**src/rtl/fsm_tb_pkg.sv**
```systemverilog
// Shared definitions for the FSM stimulus sequencer.
//   seq_state_e   : sequencer control states
//   ST_ZERO/ONE   : encodings of the target FSM's two states
//   OUT_W_DEF     : default Moore output width
//   LFSR_*        : seed and tap mask of the 8-bit stimulus LFSR
//   lfsr_step()   : one Fibonacci shift (shift left, feedback into bit 0)
package fsm_tb_pkg;

    typedef enum logic [1:0] {
        IDLE,
        RSTP,
        RUN,
        DONE
    } seq_state_e;

    localparam logic ST_ZERO = 1'b0;
    localparam logic ST_ONE  = 1'b1;

    localparam int unsigned OUT_W_DEF = 4;

    // x^8+x^6+x^5+x^4+1 -> feedback from bits 7,5,4,3
    localparam logic [7:0] LFSR_TAPS     = 8'hB8;
    localparam logic [7:0] LFSR_SEED_DEF = 8'hA5;

    function automatic logic [7:0] lfsr_step(input logic [7:0] v);
        return {v[6:0], ^(v & LFSR_TAPS)};
    endfunction

endpackage

```
**src/rtl/fsm_vector_sequencer_lfsr8.sv**
```systemverilog
// 8-bit Fibonacci LFSR producing stimulus input bits.
//   clk, reset : clock, synchronous active-high reset (loads seed)
//   load       : reload seed (has priority over enable)
//   enable     : advance one step
//   seed       : value loaded on reset/load
//   value      : current register contents
module lfsr8
    import fsm_tb_pkg::*;
(
    input  logic       clk,
    input  logic       reset,
    input  logic       load,
    input  logic       enable,
    input  logic [7:0] seed,
    output logic [7:0] value
);

    logic [7:0] value_q;
    logic [7:0] value_d;

    always_comb begin
        value_d = value_q;
        if (load) begin
            value_d = seed;
        end else if (enable) begin
            value_d = lfsr_step(value_q);
        end
    end

    always_ff @(posedge clk) begin
        if (reset) begin
            value_q <= seed;
        end else begin
            value_q <= value_d;
        end
    end

    assign value = value_q;

endmodule

```
**src/rtl/fsm_vector_sequencer.sv**
```systemverilog
// Stimulus sequencer for a 2-state Moore FSM and its checker.
// Holds a programmable next-state table (indexed {state,in}) and a
// per-state output table, walks them with LFSR input bits and issues
// one in/cs/ns/exp_out vector per valid/ready handshake.
//   cfg_we/cfg_addr/cfg_ns : next-state table write (IDLE only)
//   cfg_owe/cfg_out        : output table write at cfg_addr[1] (IDLE only)
//   start/num_vectors      : begin a run of num_vectors vectors
//   vec_valid/vec_ready    : vector handshake
//   in/cs/ns/exp_out       : vector contents
//   dut_reset              : one-cycle reset pulse to the target FSM
//   busy/done/vec_count    : run status
module fsm_vector_sequencer
    import fsm_tb_pkg::*;
#(
    parameter int unsigned OUT_W     = OUT_W_DEF,
    parameter int unsigned CNT_W     = 16,
    parameter logic [7:0]  LFSR_SEED = LFSR_SEED_DEF
) (
    input  logic             clk,
    input  logic             reset,
    input  logic             cfg_we,
    input  logic [1:0]       cfg_addr,
    input  logic             cfg_ns,
    input  logic             cfg_owe,
    input  logic [OUT_W-1:0] cfg_out,
    input  logic             start,
    input  logic [CNT_W-1:0] num_vectors,
    input  logic             vec_ready,
    output logic             dut_reset,
    output logic             vec_valid,
    output logic             in,
    output logic             cs,
    output logic             ns,
    output logic [OUT_W-1:0] exp_out,
    output logic             busy,
    output logic             done,
    output logic [CNT_W-1:0] vec_count
);

    seq_state_e       state_q, state_d;
    logic             cs_q, cs_d;
    logic [CNT_W-1:0] vec_count_q, vec_count_d;
    logic [CNT_W-1:0] remaining_q, remaining_d;
    logic [3:0]       ns_tbl_q, ns_tbl_d;
    logic [OUT_W-1:0] out_tbl_q [2];
    logic [OUT_W-1:0] out_tbl_d [2];

    logic       lfsr_load;
    logic       lfsr_en;
    logic [7:0] lfsr_value;
    logic       in_bit;
    logic       ns_bit;
    logic       handshake;

    lfsr8 u_lfsr (
        .clk    (clk),
        .reset  (reset),
        .load   (lfsr_load),
        .enable (lfsr_en),
        .seed   (LFSR_SEED),
        .value  (lfsr_value)
    );

    // Vector fields come only from registered state, so vec_ready never
    // reaches vec_valid or the vector contents combinationally.
    assign in_bit    = lfsr_value[0];
    assign ns_bit    = ns_tbl_q[{cs_q, in_bit}];
    assign handshake = (state_q == RUN) && vec_ready;

    always_comb begin
        state_d     = state_q;
        cs_d        = cs_q;
        vec_count_d = vec_count_q;
        remaining_d = remaining_q;
        ns_tbl_d    = ns_tbl_q;
        out_tbl_d   = out_tbl_q;
        lfsr_load   = 1'b0;
        lfsr_en     = 1'b0;

        unique case (state_q)
            IDLE: begin
                if (cfg_we) begin
                    ns_tbl_d[cfg_addr] = cfg_ns;
                end
                if (cfg_owe) begin
                    out_tbl_d[cfg_addr[1]] = cfg_out;
                end
                if (start) begin
                    remaining_d = num_vectors;
                    lfsr_load   = 1'b1;
                    cs_d        = ST_ZERO;
                    vec_count_d = '0;
                    state_d     = RSTP;
                end
            end
            RSTP: begin
                state_d = (remaining_q == '0) ? DONE : RUN;
            end
            RUN: begin
                if (handshake) begin
                    cs_d        = ns_bit;
                    lfsr_en     = 1'b1;
                    vec_count_d = vec_count_q + 1'b1;
                    remaining_d = remaining_q - 1'b1;
                    if (remaining_q == CNT_W'(1)) begin
                        state_d = DONE;
                    end
                end
            end
            DONE: begin
                state_d = IDLE;
            end
            default: begin
                state_d = IDLE;
            end
        endcase
    end

    always_ff @(posedge clk) begin
        if (reset) begin
            state_q      <= IDLE;
            cs_q         <= ST_ZERO;
            vec_count_q  <= '0;
            remaining_q  <= '0;
            ns_tbl_q     <= 4'b1010;  // ns = in for both states
            out_tbl_q[0] <= '0;
            out_tbl_q[1] <= '1;
        end else begin
            state_q      <= state_d;
            cs_q         <= cs_d;
            vec_count_q  <= vec_count_d;
            remaining_q  <= remaining_d;
            ns_tbl_q     <= ns_tbl_d;
            out_tbl_q[0] <= out_tbl_d[0];
            out_tbl_q[1] <= out_tbl_d[1];
        end
    end

    always_comb begin
        dut_reset = (state_q == RSTP);
        vec_valid = (state_q == RUN);
        busy      = (state_q == RSTP) || (state_q == RUN);
        done      = (state_q == DONE);
        in        = in_bit;
        cs        = cs_q;
        ns        = ns_bit;
        exp_out   = out_tbl_q[cs_q];
        vec_count = vec_count_q;
    end

endmodule

```
**config.mk**
```make
export PLATFORM = sky130hd
export DESIGN_NAME = fsm_vector_sequencer
export DESIGN_NICKNAME = d
export VERILOG_FILES = /design/src/rtl/fsm_tb_pkg.sv /design/src/rtl/fsm_vector_sequencer_lfsr8.sv /design/src/rtl/fsm_vector_sequencer.sv
export SDC_FILE = /design/constraint.sdc
export NUM_CORES = 1
export LEC_CHECK = 0
export CORE_MARGIN = 2
export CORE_UTILIZATION = 40
export DETAILED_ROUTE_END_ITERATION = 7
export MAX_ROUTING_LAYER = met4
export PLACE_DENSITY_LB_ADDON = 0.25
export SYNTH_ARGS = -nofsm -noshare
export SYNTH_HDL_FRONTEND = slang
export SYNTH_SLANG_ARGS = --single-unit
```
**constraint.sdc**
```tcl
create_clock -name clk -period 5.8 [get_ports clk]
set_clock_uncertainty 0.15 [all_clocks]
set_input_delay 0.58 -clock clk [delete_from_list [all_inputs] [get_ports clk]]
set_output_delay 0.58 -clock clk [all_outputs]
set_load 0.1 [all_outputs]
```
======== Yosys cells after proc, flatten, opt, wreduce, memory -nomap -nowiden ========
Index checks and enable logic that the tools add are counted.
operators by class
  add/subtract/negate cells ............... 2
  magnitude comparators ................... 6
  equality and inequality tests ........... 7
  mux-type cells .......................... 29
  bitwise operators ....................... 2
  reductions and logical operators ........ 13
operator list
  kind                                                       count
  two-way mux 16 bit                                         4
  case mux 16 bit (2 select lines)                           2
  adder 16 x 1 -> 16 bit (second input constant)             1
  equality test 16 x 1 -> 1 bit (second input constant)      1
  zero test 16 bit                                           1
  two-way mux 4 bit                                          4
  subtractor 16 x 1 -> 16 bit (second input constant)        1
  two-way mux 1 bit                                          9
  bitwise mux 8 bit                                          1
  case mux 2 bit (4 select lines)                            1
  parity 8 bit                                               1
  < comparator 2 x 3 -> 1 bit (second input constant)        2
  two-way mux 2 bit                                          3
  AND reduction 3 bit                                        2
  bitwise mux 4 bit                                          1
  demux 4 bit (select 1 bit)                                 1
  equality test 2 bit (second input constant)                2
  greater-or-equal comparator 2 bit (second input constant)  2
  != test 2 x 1 -> 1 bit (second input constant)             2
  NOT 1 -> 2 bit                                             2
  AND reduction 2 bit                                        2
  logical AND 1 bit                                          3
  binary-select mux 1 bit (select 2 bit)                     1
  demux 1 bit (select 2 bit)                                 1
  other kinds (9)                                            9
storage, ports and cells
  register bits ........................... 55
  input port bits ......................... 29
  output and inout bits ................... 27
  word-level logic and storage cells ...... 67

======== Longest topological paths before layout ========
Gate-level depths: netlist (run 1).
  word-level depth ........................ 6
  mapped depth ............................ 9
  gate-level depth less buffers ........... 7

======== By module ========
From an unflattened synthesis (run 1), not the netlist that was laid out.
second synthesis, totals
  cells, all modules ...................... 347
  area, all modules ....................... 2,987.9 sq um
modules (own cells, without submodules)
  module                times used  cells each  area an instance (sq um)  seq. area each (sq um)
  fsm_vector_sequencer  1           325         2,615.0                   940.9
  lfsr8                 1           22          372.9                     240.2

======== Worst setup path before layout (run 1) ========
OpenSTA, ideal clock, no wires.
  path type ............................... reg2reg
  start point ............................. register state_q[0]
  end point ............................... register vec_count_q[13] (netlist: vec_count[13])
  setup time .............................. 0.072 ns
  arrival time ............................ 2.712 ns
  required time ........................... 5.578 ns
  slack ................................... 2.867 ns
  cell stages (with the launch flop) ...... 9
  buffers on the path ..................... 2
  period minus slack after synthesis ...... 2.933 ns
  cells stage by stage .................... dfxtp_1 -> inv_1 -> ha_1 -> buf_6 -> nor2_1 -> or4b_1 -> buf_2 -> or4_1 -> a21oi_1
between the ends
  word-level cells in the longest chain between the ends .. 4
  elaborated cells on any way between the ends .. 8
  classes of those cells .................. 3 x eq/ne; 1 x mux; 4 x reduce/logical
RTL lines
  what                              RTL line                     text
  from (decl)                       fsm_vector_sequencer.sv:40   seq_state_e state_q, state_d;
  from (signal assigned)            fsm_vector_sequencer.sv:129  state_q <= state_d;
  equality test 2 bit *             --
  via vec_valid                     fsm_vector_sequencer.sv:30   output logic vec_valid,
  logical AND 1 bit                 fsm_vector_sequencer.sv:68   assign handshake = (state_q == RUN) && vec_ready;
  != test 2 x 1 -> 1 bit (no line)  --
  AND reduction 3 bit (no line)     --
  to (signal assigned)              fsm_vector_sequencer.sv:131  vec_count_q <= vec_count_d;
  to (decl)                         fsm_vector_sequencer.sv:42   logic [CNT_W-1:0] vec_count_q, vec_count_d;
Mark *: on every way through the listed nets, which the timed path passes. The rest lies on a longest branch.
A chain may end at the register's enable or synchronous reset.

======== Worst setup path in the final report (run 1) ========
  start point ............................. register state_q[0]
  end point ............................... output vec_valid
between the ends
  word-level cells in the longest chain between the ends .. 1
RTL lines
  what                 RTL line                     text
  equality test 2 bit  fsm_vector_sequencer.sv:141  vec_valid = (state_q == RUN);
  to (decl)            fsm_vector_sequencer.sv:30
No other way between the ends.

==> results of run 1 <==
==> cell families (layout without fill, tap and decap cells) <==
kind of cell,Yosys count,in the layout
compound gates,60,60
xor+xnor,19,19
fa+ha+maj,8,8
buf+inv,23,75
flops,55,55
mux,16,16
simple gates,143,143
==> power groups by stage <==
stage | sequential (uW) | combinational [uW] | clock [uW]
floorplan | 488 | 520 | 0
CTS | 476 | 669 | 271
detailed placement | 485 | 665 | 0
global placement | 483 | 663 | 0
finish | 477 | 665 | 266
global route | 486 | 734 | 284
==> synthesized netlist by cell type, drive strengths merged, types with 2 or more instances <==
library cell and instances:
xor2 8, a22oi 3, inv 9, clkbuf 11
or4 3, and3 4, buf 2, nand2 41
o21ai 12, a21oi 19, nand3 10, dfxtp 55
mux2 4, ha 8, nor4 4, and2 2
nand4 6, nor2 43, a222oi 4, xnor2 11
a221oi 4, a31oi 4, nor3 14, or3 6
o211ai 2, nor2b 4, mux2i 11
==> worst min-delay path, cell delays in order, from the launching register on <==
cell and delay [ns]:
dfxtp_1 0.32, nand2_1 0.05, a21oi_1 0.05
==> layout make-up <==
class	instances	area share, %
timing repair buffer	57	16.4
clock buffer	6	2.39
multi-input combinational	246	44.4
clock inverter	2	1.01
inverter	10	1.09
sequential	55	31.9
tap	80	2.90
==> through the flow <==
step           hold WS (ns)  instances
2_1_floorplan         0.282        324
3_3_place_gp          0.294        448
3_5_place_dp          0.297        448
4_1_cts               0.309        456
5_1_grt               0.335        456
6_report              0.309        456
==> state kept, by name (all words and copies together), names as in the netlist <==
register / flops
vec_count: 16
remaining_q: 16
state_q: 2
cs: 1
ns_tbl_q: 4
u_lfsr.value: 8
out_tbl_q: 8
==> worst paths after layout <==
| kind | cells past startpoint | from | slack, ns | to |
|---|---|---|---|---|
| max | 3 | state_q[0] | 2.50 | vec_valid |
| min | 2 | u_lfsr.value[1] | 0.31 | u_lfsr.value[1] |
| max reg2reg | 6 | state_q[0] | 3.09 | vec_count[13] |
| min reg2reg | 2 | u_lfsr.value[1] | 0.31 | u_lfsr.value[1] |
==> layer usage <==
| layer | track usage, % | up-vias | share of wire (%) |
|---|---|---|---|
| met1 | 24.0 | 1116 | 49 |
| met2 | 26.9 | 72 | 44 |
| met3 | 4.38 | 6 | 6.1 |
| met5 | - | - | 0 |
| li1 | - | 1258 | - |
| met4 | 3.69 | 0 | 0.71 |
==> flow_metrics.env, run 1 <==
export IMPL_fmax_mhz=303
export IMPL_power_uw=1410
export IMPL_core_sq_um=6680
export IMPL_die_area_sq_um=7500
export IMPL_grt_start_max_net_pins=28
export IMPL_viasPerCell=5.38
export IMPL_hold_buffers=0
export IMPL_status="complete, no violations"
export IMPL_drtIter0Drc=153
export IMPL_rsz0062_at_grt="false"
export IMPL_syn_area_per_cell_sq_um=8.43
export IMPL_ys_warn_count=0
export IMPL_utilization_pct=51.7
export IMPL_yosysUniqueCellTypes=52
export IMPL_drive_gt1_share_pct=5.32
export IMPL_h_tree_depth=2
export IMPL_internal_power_uw=789
export IMPL_async_flop_share_pct=0
export IMPL_yosysTopAreaCell="dfxtp_1"
export IMPL_nFillCells=665
export IMPL_fin_area_sq_um=3460
export IMPL_clock_latency_ns=0.31
export IMPL_synth_top_family_by_area="simple AND/OR/NAND/NOR gates"
export IMPL_register_area_sq_um=1100
export IMPL_cp_required_ns=5.07
export IMPL_start_util_pct=40.9
export IMPL_p_sw_uw=620
export IMPL_netlist_instances=324
export IMPL_synth_area_sq_um=2730
export IMPL_multiInputGateArea_sq_um=1530
export IMPL_firstDrtPassIters=5
export IMPL_synth_edf_count=0
export IMPL_post_cts_resized=0
export IMPL_die_y_microns=86.6
export IMPL_rows=30
export IMPL_antenna_found_initial=0
export IMPL_routed_wl_microns=6240
export IMPL_leakagePower_uw=0.00130
export IMPL_layout_common_cells="55 x dfxtp_1, 55 x clkdlybuf4s50_1, 41 x nand2_1, 41 x nor2_1, 19 x a21oi_1"
export IMPL_dr_total_vias=2452
export IMPL_worst_path_buf_inv=2
export IMPL_finalCritPeriodShare_pct=56.9
export IMPL_finalMaxSlewViolations=0
export IMPL_synth_compound_area_share_pct=14.6
export IMPL_maxSlewHeadroom_pct=33.1
export IMPL_clkPwrFrac_pct=18.9
export IMPL_grt_first_pass_wirelength_microns=10400
export IMPL_root_buffer="clkbuf_8"
export IMPL_diodes=0
export IMPL_endpoint_kind="primary output"
export IMPL_dieWidth_microns=86.6
export IMPL_syn2layout_area_growth_pct=26.6
export IMPL_dpl_cell_area_sq_um=3340
export IMPL_grt_pass1_vias=2270
export IMPL_io_buffers=55
export IMPL_synth_mux_area_share_pct=6.51
export IMPL_min_path_type="reg -> reg"
export IMPL_setup_viol=0
export IMPL_ant_nets=0
export IMPL_drc=0
export IMPL_min_period_ns=3.30
export IMPL_critical_path_class="reg -> out"
export IMPL_cts_tree="yes"
export IMPL_pwr_share_comb_pct=47.2
export IMPL_cts_buffers_inserted=5
export IMPL_setup_ws_ns=2.50
export IMPL_place_hpwl_microns=4450
export IMPL_post_drt_wl_per_cell_microns=13.7
export IMPL_ys_flop_type="dfxtp_1"
export IMPL_ios=56
export IMPL_cpLargestDelayFamily="buffers and inverters"
export IMPL_ys_seq_elements=55
export IMPL_syn_nets=361
export IMPL_clkTransAtPathRegs_ns=0.10
export IMPL_synth_xor_area_share_pct=6.10
export IMPL_pre_cts_slack_ns=2.85
export IMPL_yosysSeqAreaShare_pct=40.3
export IMPL_clock_path_buffers=2
export IMPL_power_density_nw_per_um2=408
export IMPL_yosys_area_share_adder_pct=3.67
export IMPL_numClockSinks=55
export IMPL_cts_setup_buffers=0
export IMPL_p_sw_share_pct=44.0
export IMPL_hold_viol_final=0
export IMPL_grtUsageTotal_pct=17.7
export IMPL_synth_area_leaders="dfxtp_1 40%, nand2_1 5.6%, nor2_1 5.6%"
export IMPL_path_max_fanout=17
export IMPL_cp_slowest_stage_delay_ns=1.26
export IMPL_synthSimpleGateAreaFrac_pct=25.3
export IMPL_vdd_drop_max_uv=248
export IMPL_cp_start_kind="flip-flop"
export IMPL_arrival_ns=2.57
export IMPL_critPathSlowestCell="clkdlybuf4s50_1"
export IMPL_tns_ns=0
export IMPL_p_seq_share_pct=33.9
export IMPL_synth_top_area_share_pct=40.3
export IMPL_fin_nets=412
export IMPL_grt_overflow=0
export IMPL_max_cap_violations=0
export IMPL_place_gp_congestion=0.828
export IMPL_worst_pin_slew_ns=1.00
export IMPL_worstPathCellList="inv_1 -> ha_1 -> clkdlybuf4s50_1"
No activity file was read; power rests on OpenSTA's default activity.
==> run 2, diff against run 1 <==
==> constraint.sdc (replaced) <==
create_clock -name clk -period 2.69 [get_ports clk]
set_clock_uncertainty 0.15 [all_clocks]
set_input_delay 0.269 -clock clk [delete_from_list [all_inputs] [get_ports clk]]
set_output_delay 0.269 -clock clk [all_outputs]
set_load 0.1 [all_outputs]
==> flow_metrics.env, run 2 (synthesized netlist as in run 1, its figures left out) <==
export IMPL_status="complete, no violations"
export IMPL_r2r_cells=6
export IMPL_core_sq_um=6680
export IMPL_ant_nets=0
export IMPL_fin_nets=419
export IMPL_worstPathCellList="inv_1 -> ha_1 -> nor2b_1 -> or4b_1 -> or4_1 -> a21oi_1"
export IMPL_io_buffers=55
export IMPL_rows=30
export IMPL_die_y_microns=86.6
export IMPL_drtIter0Drc=106
export IMPL_grt_overflow=0
export IMPL_finalMaxSlewViolations=0
export IMPL_h_tree_depth=2
export IMPL_finalHoldWorstSlack_ns=0.309
export IMPL_nFillCells=681
export IMPL_met2_usage_pct=28.7
export IMPL_cts_tree="yes"
export IMPL_finalCritPeriodShare_pct=92.4
export IMPL_hold_buffers=0
export IMPL_firstDrtPassIters=5
export IMPL_tns_ns=0
export IMPL_fmax_mhz=402
export IMPL_drive_gt1_share_pct=14.4
export IMPL_cp_slowest_stage_delay_ns=0.70
export IMPL_dpl_cell_area_sq_um=3330
export IMPL_numClockSinks=55
export IMPL_post_cts_resized=0
export IMPL_post_drt_wl_per_cell_microns=14.0
export IMPL_grtUsageMet1_pct=24.6
export IMPL_critical_path_class="reg -> reg"
export IMPL_dr_total_vias=2511
export IMPL_endpoint_kind="flip-flop"
export IMPL_arrival_ns=2.60
export IMPL_power_density_nw_per_um2=875
export IMPL_hold_depth=2
export IMPL_min_path_type="reg -> reg"
export IMPL_syn2layout_area_growth_pct=25.1
export IMPL_leakagePower_uw=0.00136
export IMPL_critPathSlowestCell="or4b_1"
export IMPL_viasPerCell=5.42
export IMPL_root_buffer="clkbuf_8"
export IMPL_register_area_sq_um=1100
export IMPL_cts_buffers_inserted=5
export IMPL_top_usage_layer="met2"
export IMPL_setup_viol=0
export IMPL_clkTransAtPathRegs_ns=0.11
export IMPL_cp_start_kind="flip-flop"
export IMPL_final_common_cell="dfxtp_1"
export IMPL_place_hpwl_microns=4760
export IMPL_fin_area_sq_um=3410
export IMPL_grt_start_max_net_pins=18
export IMPL_power_uw=2990
export IMPL_drc=0
export IMPL_routed_wl_microns=6470
export IMPL_gr_usage_met3_pct=5.33
export IMPL_diodes=0
export IMPL_hold_viol_final=0
export IMPL_path_max_fanout=9
export IMPL_die_area_sq_um=7500
export IMPL_antenna_found_initial=0
export IMPL_maxSlewHeadroom_pct=71.7
export IMPL_grtUsageTotal_pct=18.7
export IMPL_clock_path_buffers=2
export IMPL_place_gp_congestion=0.809
export IMPL_rrSetupSlack_ns=0.20
export IMPL_ios=56
export IMPL_vdd_drop_max_uv=714
export IMPL_multiInputGateArea_sq_um=1540
export IMPL_max_cap_violations=0
export IMPL_layout_common_cells="55 x dfxtp_1, 41 x nand2_1, 41 x nor2_1"
export IMPL_min_period_ns=2.49
export IMPL_cts_setup_buffers=0
export IMPL_cp_required_ns=2.81
export IMPL_clock_latency_ns=0.32
export IMPL_grt_first_pass_wirelength_microns=11000
export IMPL_start_util_pct=40.9
export IMPL_rsz0062_at_grt="false"
export IMPL_grt_pass1_vias=2380
export IMPL_worst_pin_slew_ns=0.420
export IMPL_dieWidth_microns=86.6
run 2: cell types whose count changed in the layout (fill, tap and decap cells not counted):
cell             before  now
bufinv_16             1    0
clkinvlp_4            0    2
buf_4                 2   36
clkbuf_8              6    5
clkdlybuf4s50_1      55   28
ha_2                  0    1
ha_1                  8    7
run 2: path summary, 6_finish.rpt:
check / to / from
worst min-delay path: u_lfsr.value[4] / u_lfsr.value[3]
worst max register to register: vec_count[13] / state_q[0]
worst min register to register: u_lfsr.value[4] / u_lfsr.value[3]
worst max-delay path: vec_count[13] / state_q[0]
run 2: power breakdown:
part | internal [uW] | total, uW | switching [uW] | leakage [uW]
Clock | 182 | 464 | 282 | 0.0000402
Combinational | 511 | 1490 | 982 | 0.000873
Sequential | 924 | 1030 | 107 | 0.000447
run 2: per-layer routing:
metal  share of wire, %  wire length [microns]
met5                  0                      0
met4               0.79                     51
met3                6.3                    407
met2                 44                   2850
met1                 49                   3160
run 2: worst max-delay path, delay by kind of cell (launching register included):
family / cells / cell delay, ns
AO/OA/AOI/OAI: 1 / 0.14
AND/OR/NAND/NOR: 3 / 1.39
flip-flops: 1 / 0.43
buffers and inverters: 1 / 0.11
adder cells (fa/ha/maj): 1 / 0.22
run 2: area by class of cell:
class / instances / share of cell area, %
well taps: 80 / 2.93
repair buffers: 64 / 16.1
multi-input cells: 246 / 45.0
flip-flops and latches: 55 / 32.2
inverters: 10 / 1.10
clock buffers: 5 / 2.02
clock inverters: 3 / 0.586
run 2: metrics by stage:
step                      cells  utilization (%)  setup WS [ns]
after floorplan             324                -         0.0689
after global placement      455             49.8          0.221
after detailed placement    455             49.8          0.203
after CTS                   463             51.1          0.209
after global routing        463             51.1         0.0467
final                       463             51.1          0.204
